===== src/rtl/hack_cpu_mc.sv =====
// Multi-cycle Hack CPU core: fetch/decode/exec sequencer with req/ack memory ports
// driving a single combinational Hack ALU.
module hack_cpu_mc (
  input  logic        clock,
  input  logic        reset,
  output logic        imem_req,
  output logic [14:0] imem_addr,
  input  logic        imem_ack,
  input  logic [15:0] imem_data,
  output logic        dmem_req,
  output logic        dmem_we,
  output logic [14:0] dmem_addr,
  output logic [15:0] dmem_wdata,
  input  logic        dmem_ack,
  input  logic [15:0] dmem_rdata,
  output logic [14:0] pc,
  output logic        retire
);
  localparam int unsigned DW = 16;
  localparam int unsigned AW = 15;

  typedef enum logic [2:0] {
    FETCH  = 3'd0,
    DECODE = 3'd1,
    MREAD  = 3'd2,
    EXEC   = 3'd3,
    MWRITE = 3'd4
  } state_t;

  state_t        state, state_d;
  logic [DW-1:0] a_q, a_d, d_q, d_d, m_q, m_d, ir_q, ir_d;
  logic [DW-1:0] wdata_d;
  logic [AW-1:0] pc_d, addr_d;
  logic          imem_req_d, dmem_req_d, dmem_we_d;

  logic [DW-1:0] alu_y, alu_out;
  logic          alu_zr, alu_ng, jump;

  // ALU datapath: x is always D, y selects between M and A by the a-bit
  assign alu_y = ir_q[12] ? m_q : a_q;

  ALU u_alu (
    .x   (d_q),
    .y   (alu_y),
    .zx  (ir_q[11]),
    .nx  (ir_q[10]),
    .zy  (ir_q[9]),
    .ny  (ir_q[8]),
    .f   (ir_q[7]),
    .no  (ir_q[6]),
    .out (alu_out),
    .zr  (alu_zr),
    .ng  (alu_ng)
  );

  assign jump      = (ir_q[2] & alu_ng) | (ir_q[1] & alu_zr) | (ir_q[0] & ~alu_ng & ~alu_zr);
  assign imem_addr = pc;

  // Next-state and next-register values; retire decodes the final cycle of each instruction
  always_comb begin
    state_d    = state;
    a_d        = a_q;
    d_d        = d_q;
    m_d        = m_q;
    ir_d       = ir_q;
    pc_d       = pc;
    addr_d     = dmem_addr;
    wdata_d    = dmem_wdata;
    imem_req_d = imem_req;
    dmem_req_d = dmem_req;
    dmem_we_d  = dmem_we;
    retire     = 1'b0;
    case (state)
      FETCH: begin
        // First cycle after reset has no request outstanding yet; raise it here
        if (!imem_req) begin
          imem_req_d = 1'b1;
        end else if (imem_ack) begin
          ir_d       = imem_data;
          imem_req_d = 1'b0;
          state_d    = DECODE;
        end
      end
      DECODE: begin
        if (!ir_q[15]) begin
          a_d        = ir_q;
          pc_d       = pc + AW'(1);
          retire     = 1'b1;
          imem_req_d = 1'b1;
          state_d    = FETCH;
        end else begin
          addr_d = a_q[AW-1:0];
          if (ir_q[12]) begin
            dmem_req_d = 1'b1;
            dmem_we_d  = 1'b0;
            state_d    = MREAD;
          end else begin
            state_d = EXEC;
          end
        end
      end
      MREAD: begin
        if (dmem_req && dmem_ack) begin
          m_d        = dmem_rdata;
          dmem_req_d = 1'b0;
          state_d    = EXEC;
        end
      end
      EXEC: begin
        if (ir_q[5]) a_d = alu_out;
        if (ir_q[4]) d_d = alu_out;
        pc_d = jump ? a_q[AW-1:0] : pc + AW'(1);
        if (ir_q[3]) begin
          wdata_d    = alu_out;
          dmem_req_d = 1'b1;
          dmem_we_d  = 1'b1;
          state_d    = MWRITE;
        end else begin
          retire     = 1'b1;
          imem_req_d = 1'b1;
          state_d    = FETCH;
        end
      end
      MWRITE: begin
        if (dmem_req && dmem_ack) begin
          retire     = 1'b1;
          dmem_req_d = 1'b0;
          dmem_we_d  = 1'b0;
          imem_req_d = 1'b1;
          state_d    = FETCH;
        end
      end
      default: state_d = FETCH;
    endcase
  end

  always_ff @(posedge clock) begin
    if (reset) begin
      state      <= FETCH;
      a_q        <= '0;
      d_q        <= '0;
      m_q        <= '0;
      ir_q       <= '0;
      pc         <= '0;
      dmem_addr  <= '0;
      dmem_wdata <= '0;
      imem_req   <= 1'b0;
      dmem_req   <= 1'b0;
      dmem_we    <= 1'b0;
    end else begin
      state      <= state_d;
      a_q        <= a_d;
      d_q        <= d_d;
      m_q        <= m_d;
      ir_q       <= ir_d;
      pc         <= pc_d;
      dmem_addr  <= addr_d;
      dmem_wdata <= wdata_d;
      imem_req   <= imem_req_d;
      dmem_req   <= dmem_req_d;
      dmem_we    <= dmem_we_d;
    end
  end

endmodule

// Combinational Hack ALU: optional zero/negate of each operand, add or and, optional output negate.
module ALU (
  input  logic [15:0] x,
  input  logic [15:0] y,
  input  logic        zx,
  input  logic        nx,
  input  logic        zy,
  input  logic        ny,
  input  logic        f,
  input  logic        no,
  output logic [15:0] out,
  output logic        zr,
  output logic        ng
);
  logic [15:0] x1, x2, y1, y2, sum, res;

  assign x1  = zx ? 16'h0000 : x;
  assign x2  = nx ? ~x1 : x1;
  assign y1  = zy ? 16'h0000 : y;
  assign y2  = ny ? ~y1 : y1;
  assign sum = x2 + y2;
  assign res = f ? sum : (x2 & y2);
  assign out = no ? ~res : res;
  assign zr  = (out == 16'h0000);
  assign ng  = out[15];

endmodule

===== config.mk =====
export PLATFORM = sky130hd
export DESIGN_NAME = hack_cpu_mc
export DESIGN_NICKNAME = d
export VERILOG_FILES = /design/src/rtl/hack_cpu_mc.sv
export SDC_FILE = /design/constraint.sdc
export NUM_CORES = 1
export LEC_CHECK = 0
export CORE_AREA = 2 2 122 124
export DETAILED_ROUTE_END_ITERATION = 12
export DIE_AREA = 0 0 124 126
export GPL_TIMING_DRIVEN = 1
export PLACE_DENSITY_LB_ADDON = 0.2
export SLEW_MARGIN = 20
export SYNTH_ARGS = -nofsm -noshare
export SYNTH_HDL_FRONTEND = slang
export SYNTH_SLANG_ARGS = --single-unit

===== constraint.sdc =====
create_clock -name clock -period 7.4 [get_ports clock]
set_clock_uncertainty 0.05 [all_clocks]
set_input_delay 1.11 -clock clock [delete_from_list [all_inputs] [get_ports clock]]
set_output_delay 1.11 -clock clock [all_outputs]
set_load 0.03 [all_outputs]

Word-level counts from Yosys, hierarchy flattened:

Cells that the tools add are included.
W data, S select, Z words.

* register bits: 116
* input port bits: 36
* output and inout bits: 65
* word-level logic and storage cells: 98

* add/subtract/negate cells: 2
* equal/unequal tests: 15
* muxes and demuxes: 39
* bitwise operators: 12
* reduce and logical (&&, ||, !) cells: 19

Operators by type and width (number)
* $mux W16: 9
* $not A16 Y16: 3
* $pmux W16 S2: 1
* $mux W15: 2
* $pmux W15 S2: 1
* $ne A2 B2 Y1 const B: 10
* $add A16 B16 Y16: 1
* $and A16 B16 Y16: 1
* $logic_not A16 Y1: 1
* $add A15 B1 Y15 const B: 1
* $mux W1: 15
* $mux W3: 5
* $pmux W3 S5: 1
* $reduce_and A2 Y1: 5
* $reduce_and A5 Y1: 2
* $pmux W1 S3: 3
* $reduce_and A4 Y1: 2
* $eq A3 B2 Y1 const B: 2
* $reduce_and A3 Y1: 2
* $reduce_bool A3 Y1: 2
* $and A1 B1 Y1: 4
* $pmux W1 S4: 1
* $reduce_bool A4 Y1: 1
* $eq A3 B1 Y1 const B: 1
* 9 further kinds: 11

Depth between registers and ports, before layout:

* depth in word-level cells: 14
* gate-level depth with buffers: 17
* gate-level depth less buffers: 15

By module:

From an unflattened synthesis, not the netlist that was laid out.

* cells, all modules: 885
* area total of the unflattened synthesis: 6927.9 um^2

By module, submodules not included
* hack_cpu_mc: times used 1, cells each 618, area an instance 5021.1 um^2, sequential area each 2322.2 um^2
* ALU: times used 1, cells each 267, area an instance 1906.8 um^2, sequential area each 0.0 um^2

Least setup slack after synthesis:

Ideal clock, no wire load.

* kind: register -> register
* start point: register ir_q[12]
* end point: register pc[14] (netlist: imem_addr[14])
* library setup time: 0.103 ns
* data arrival time: 4.476 ns
* data required time: 7.247 ns
* path slack: 2.770 ns
* cell stages (with the launch flop): 18
* path buffers: 2
* period minus slack after synthesis: 4.630 ns
* path through: dfxtp_1 clkbuf_1 mux2i_1 nor2_1 xor2_1 ha_1 fa_1 a211oi_1 o21ai_1 mux2i_1 or3_1 mux2i_1 or3b_2 o31a_1 o31a_1 and2_1 buf_2 a2111oi_2

* longest elaborated chain between the ends: 14
* elaborated cells on any way between the ends: 20
* classes of those cells: add/sub: 1; mux: 7; bitwise: 11; reduce/logical: 1

Ends and longest elaborated chain
* start, declared: RTL line 31 `logic [DW-1:0] a_q, a_d, d_q, d_d, m_q, m_d, ir_q, ir_d;`
* start signal, assigned: RTL line 155 `ir_q <= ir_d;`
* $mux W16 (*): RTL line 40 `assign alu_y = ir_q[12] ? m_q : a_q;`
* $mux W16 (*): RTL line 185 `assign y1 = zy ? 16'h0000 : y;`
* $not A16 Y16: RTL line 186 `assign y2 = ny ? ~y1 : y1;`
* $mux W16 (*): RTL line 186
* $add A16 B16 Y16 or $and A16 B16 Y16 (tied branches): RTL line 187, 188
* $mux W16 (*): RTL line 188 `assign res = f ? sum : (x2 & y2);`
* $not A16 Y16: RTL line 189 `assign out = no ? ~res : res;`
* $mux W16 (*): RTL line 189
* $logic_not A16 Y1 or $not A1 Y1 (tied branches): RTL line 190, 56
* $and A1 B1 Y1 or $not A1 Y1 (tied branches): RTL line 56 `assign jump = (ir_q[2] & alu_ng) | (ir_q[1] & alu_zr) | (ir_q[0] & ~alu_ng & ~alu_zr);`
* $or A1 B1 Y1 or $and A1 B1 Y1 (tied branches): RTL line 56
* $or A1 B1 Y1 (*): RTL line 56
* $mux W15 (*): RTL line 112 `pc_d = jump ? a_q[AW-1:0] : pc + AW'(1);`
* $pmux W15 S2 (*): RTL line 73 `case (state)`
* end signal, assigned: RTL line 156 `pc <= pc_d;`
* end, declared: RTL line 16 `output logic [14:0] pc,`

Mark *: on every way between the ends. The rest lies on a longest branch, timed or not.
A chain may end at the register's enable or synchronous reset.

Worst setup path after layout:

Same ends and word-level chain as after synthesis.

==> flow_summary.json <==
{
  "status": "completed",
  "cts-root-buf": "clkbuf_16",
  "worstSetupEndpoint": "imem_addr[14]$_SDFFE_PP0P_",
  "ctsResizeCount": 0,
  "vias_per_cell": 5.79,
  "cp.required_ns": 7.62,
  "synthArstFlopShare_pct": 0,
  "area_growth_pct": 21.9,
  "holdBufCountCts": 0,
  "cp-start-kind": "register",
  "nets": 1042,
  "holdWs_ns": 0.404,
  "fin_ws_ns": 1.66,
  "ys_warn_count": 0,
  "placementRows": 44,
  "crit_start": "ir_q[12]$_SDFFE_PP0P_",
  "ir_drop_mv": 0.162,
  "cts_tree": "done",
  "cts.sinks": 116,
  "drc": 0,
  "grt_pass1_vias": 6220,
  "wl_per_cell_um": 17.7,
  "rsz0062_at_grt": "no",
  "ys_seq_area_share_pct": 33.0,
  "dr_total_vias": 6858,
  "clk_path_buf_depth": 2,
  "ys_types": 70,
  "gr-usage-all-layers_pct": 27.1,
  "finalWirelength_um": 21000,
  "hold_viol": 0,
  "post-place-ws_ns": 1.78,
  "synth_area_um2": 7050,
  "fillers": 1298,
  "clock_latency_ns": 0.42,
  "period_needed_ns": 5.74,
  "maxCapViolations": 0,
  "dieArea_um2": 15600,
  "first_pass_iters": 5,
  "crit_type": "register to register",
  "worstSetupEndpointType": "register",
  "gp_congestion": 0.952,
  "drv_slew": 0,
  "core-area_um2": 14300,
  "die_y_um": 126,
  "rr_worst_depth": 16,
  "grt_overflow": 0,
  "r2r_slack_ns": 1.66,
  "min_period_over_period_pct": 77.5,
  "ios": 101,
  "p_leak_nw": 3.07,
  "power_density_nw_per_um2": 212,
  "drt_iter0_markers": 772,
  "slew-limit-headroom_pct": 25.5,
  "htreeDepth": 4,
  "crit_arrival_ns": 5.96,
  "dpl.cell_count": 1153,
  "start_util_pct": 49.2,
  "grt_pass1_wl_um": 33000,
  "postCtsSetupBuffers": 0,
  "r2r-end": "imem_addr[14]$_SDFFE_PP0P_",
  "fin_cells": 1185,
  "grt_max_degree": 87,
  "antenna_found_initial": 0,
  "ys.flop_type": "dfxtp_1",
  "hold_path_class": "register to register",
  "fin_tns_setup_ns": 0,
  "layout-drive-gt1-share_pct": 5.89,
  "synthesis.nets": 998,
  "post-dp-hpwl_um": 14500,
  "die_x_um": 124,
  "syn_avg_cell_area_um2": 7.46,
  "synth_edf_count": 0,
  "cts_made_buffers": 17,
  "antenna_left": 0,
  "cp_max_fo": 21,
  "max_slew.worst_pin.slew_ns": 1.11,
  "clock.fmax_mhz": 174,
  "io_buffers": 100,
  "clk_pin_slew_ns": 0.06,
  "r2r_start": "ir_q[12]$_SDFFE_PP0P_",
  "diodes": 0,
  "synth_cells": 944,
  "final-setup-viol-count": 0,
  "yosys_register_bits": 116
}
[sequential cells by signal, indices dropped and copies added (netlist names)]
name,flops
dmem_addr,15
imem_req,1
ir_q,16
imem_addr,15
d_q,16
a_q,16
state,3
m_q,16
dmem_wdata,16
dmem_req,1
dmem_we,1
[worst min-delay path by stage]
| stage | to | start | slack [ns] | depth (start not counted) |
|---|---|---|---|---|
| after CTS | d_q[3]$_SDFFE_PP0P_ | d_q[3]$_SDFFE_PP0P_ | 0.40 | 2 |
| final | d_q[3]$_SDFFE_PP0P_ | d_q[3]$_SDFFE_PP0P_ | 0.40 | 2 |
| after detailed placement | d_q[3]$_SDFFE_PP0P_ | d_q[3]$_SDFFE_PP0P_ | 0.40 | 2 |
| after floorplan | m_q[0]$_SDFFE_PP0P_ | m_q[0]$_SDFFE_PP0P_ | 0.39 | 2 |
| after global routing | ir_q[13]$_SDFFE_PP0P_ | ir_q[13]$_SDFFE_PP0P_ | 0.43 | 2 |
| after global placement | d_q[4]$_SDFFE_PP0P_ | d_q[4]$_SDFFE_PP0P_ | 0.39 | 2 |
[worst max-delay path: stages, from the launching register on]
cell	delay, ns
dfxtp_1	0.73
buf_4	0.31
mux2i_1	0.20
nor2_1	0.07
xor2_1	0.17
ha_1	0.30
fa_1	0.44
a211oi_1	0.34
o211ai_1	0.24
a32oi_1	0.24
nand3_1	0.11
xnor2_1	0.18
or4b_1	0.57
nor4_1	0.26
o31a_1	0.77
and2_1	0.49
a2111oi_2	0.13
[cells in the final DEF, fill, tap and decap left out, types with 14 or more instances in the layout]
| cell type | n |
|---|---|
| nand2_1 | 229 |
| clkdlybuf4s50_1 | 99 |
| mux2i_1 | 24 |
| clkbuf_16 | 17 |
| xor2_1 | 16 |
| nand2b_1 | 25 |
| xnor2_1 | 28 |
| nor3b_1 | 17 |
| dfxtp_1 | 115 |
| a21oi_1 | 104 |
| a311oi_1 | 14 |
| ha_1 | 17 |
| nand3_1 | 14 |
| nor2_1 | 74 |
[layer usage]
layer	vias up	track usage [%]	routed length (um)
li1	3365	-	-
met1	3170	39.7	9730
met2	288	40.4	9160
met3	35	5.12	1650
met4	0	7.93	418
met5	-	0	0
[cell usage after synthesis (all sizes together), types with 3 or more instances]
library cell	n	area (um2)
a21o	3	22.5
xor2	16	140
a31oi	3	18.8
o211ai	7	57.6
nor2b	8	50.1
nand4	5	31.3
xnor2	28	245
and2	4	25.0
or4	7	52.6
nand2b	25	156
ha	17	213
nor3	13	65.1
a211oi	9	85.1
nor4	4	25.0
o31a	3	26.3
nand3	14	70.1
nand4b	3	41.3
mux2i	24	240
dfxtp	116	2320
a211o	8	70.1
a2111oi	3	38.8
nor2	74	278
nand3b	10	75.1
and3	8	50.1
a311oi	14	123
inv	8	30.0
clkbuf	54	203
a21oi	106	534
o21ai	11	55.1
buf	28	176
a32oi	5	43.8
or2	5	31.3
a22o	6	52.6
a221o	3	30.0
nor3b	18	140
o2111ai	4	35.0
a22oi	8	60.1
nand2	229	860
or3	9	56.3
[metrics by stage]
step | utilization (%) | total power (W) | instance area (um2)
2_1_floorplan | - | 0.000869 | 7050
3_3_place_gp | 55.6 | 0.000956 | 7960
3_5_place_dp | 55.6 | 0.000958 | 7960
4_1_cts | 60.0 | 0.00182 | 8580
5_1_grt | 60.0 | 0.00188 | 8590
6_report | 60.0 | 0.00182 | 8590
[power breakdown]
part           internal [W]  total (W)  switching [W]
Sequential         0.000644   0.000681      0.0000375
Combinational      0.000111   0.000268       0.000158
Clock              0.000573   0.000875       0.000302
[final cells by class]
class                      count  area (um2)  share of cell area (%)
sequential                   116        2320                    27.0
clock buffer                  20         447                    5.20
timing repair buffer         107        1050                    12.2
clock inverter                12         176                    2.05
multi-input combinational    737        4330                    50.4
tap                          184         230                    2.68
inverter                       9        33.8                   0.393
[cells by family after synthesis]
kind of cell	share of synthesized area [%]
compound gates	19.6
mux	3.41
xor+xnor	5.47
fa+ha+maj	3.30
simple gates	29.4
flops	33.0
buf+inv	5.86
(Power assumes the default switching activity.)
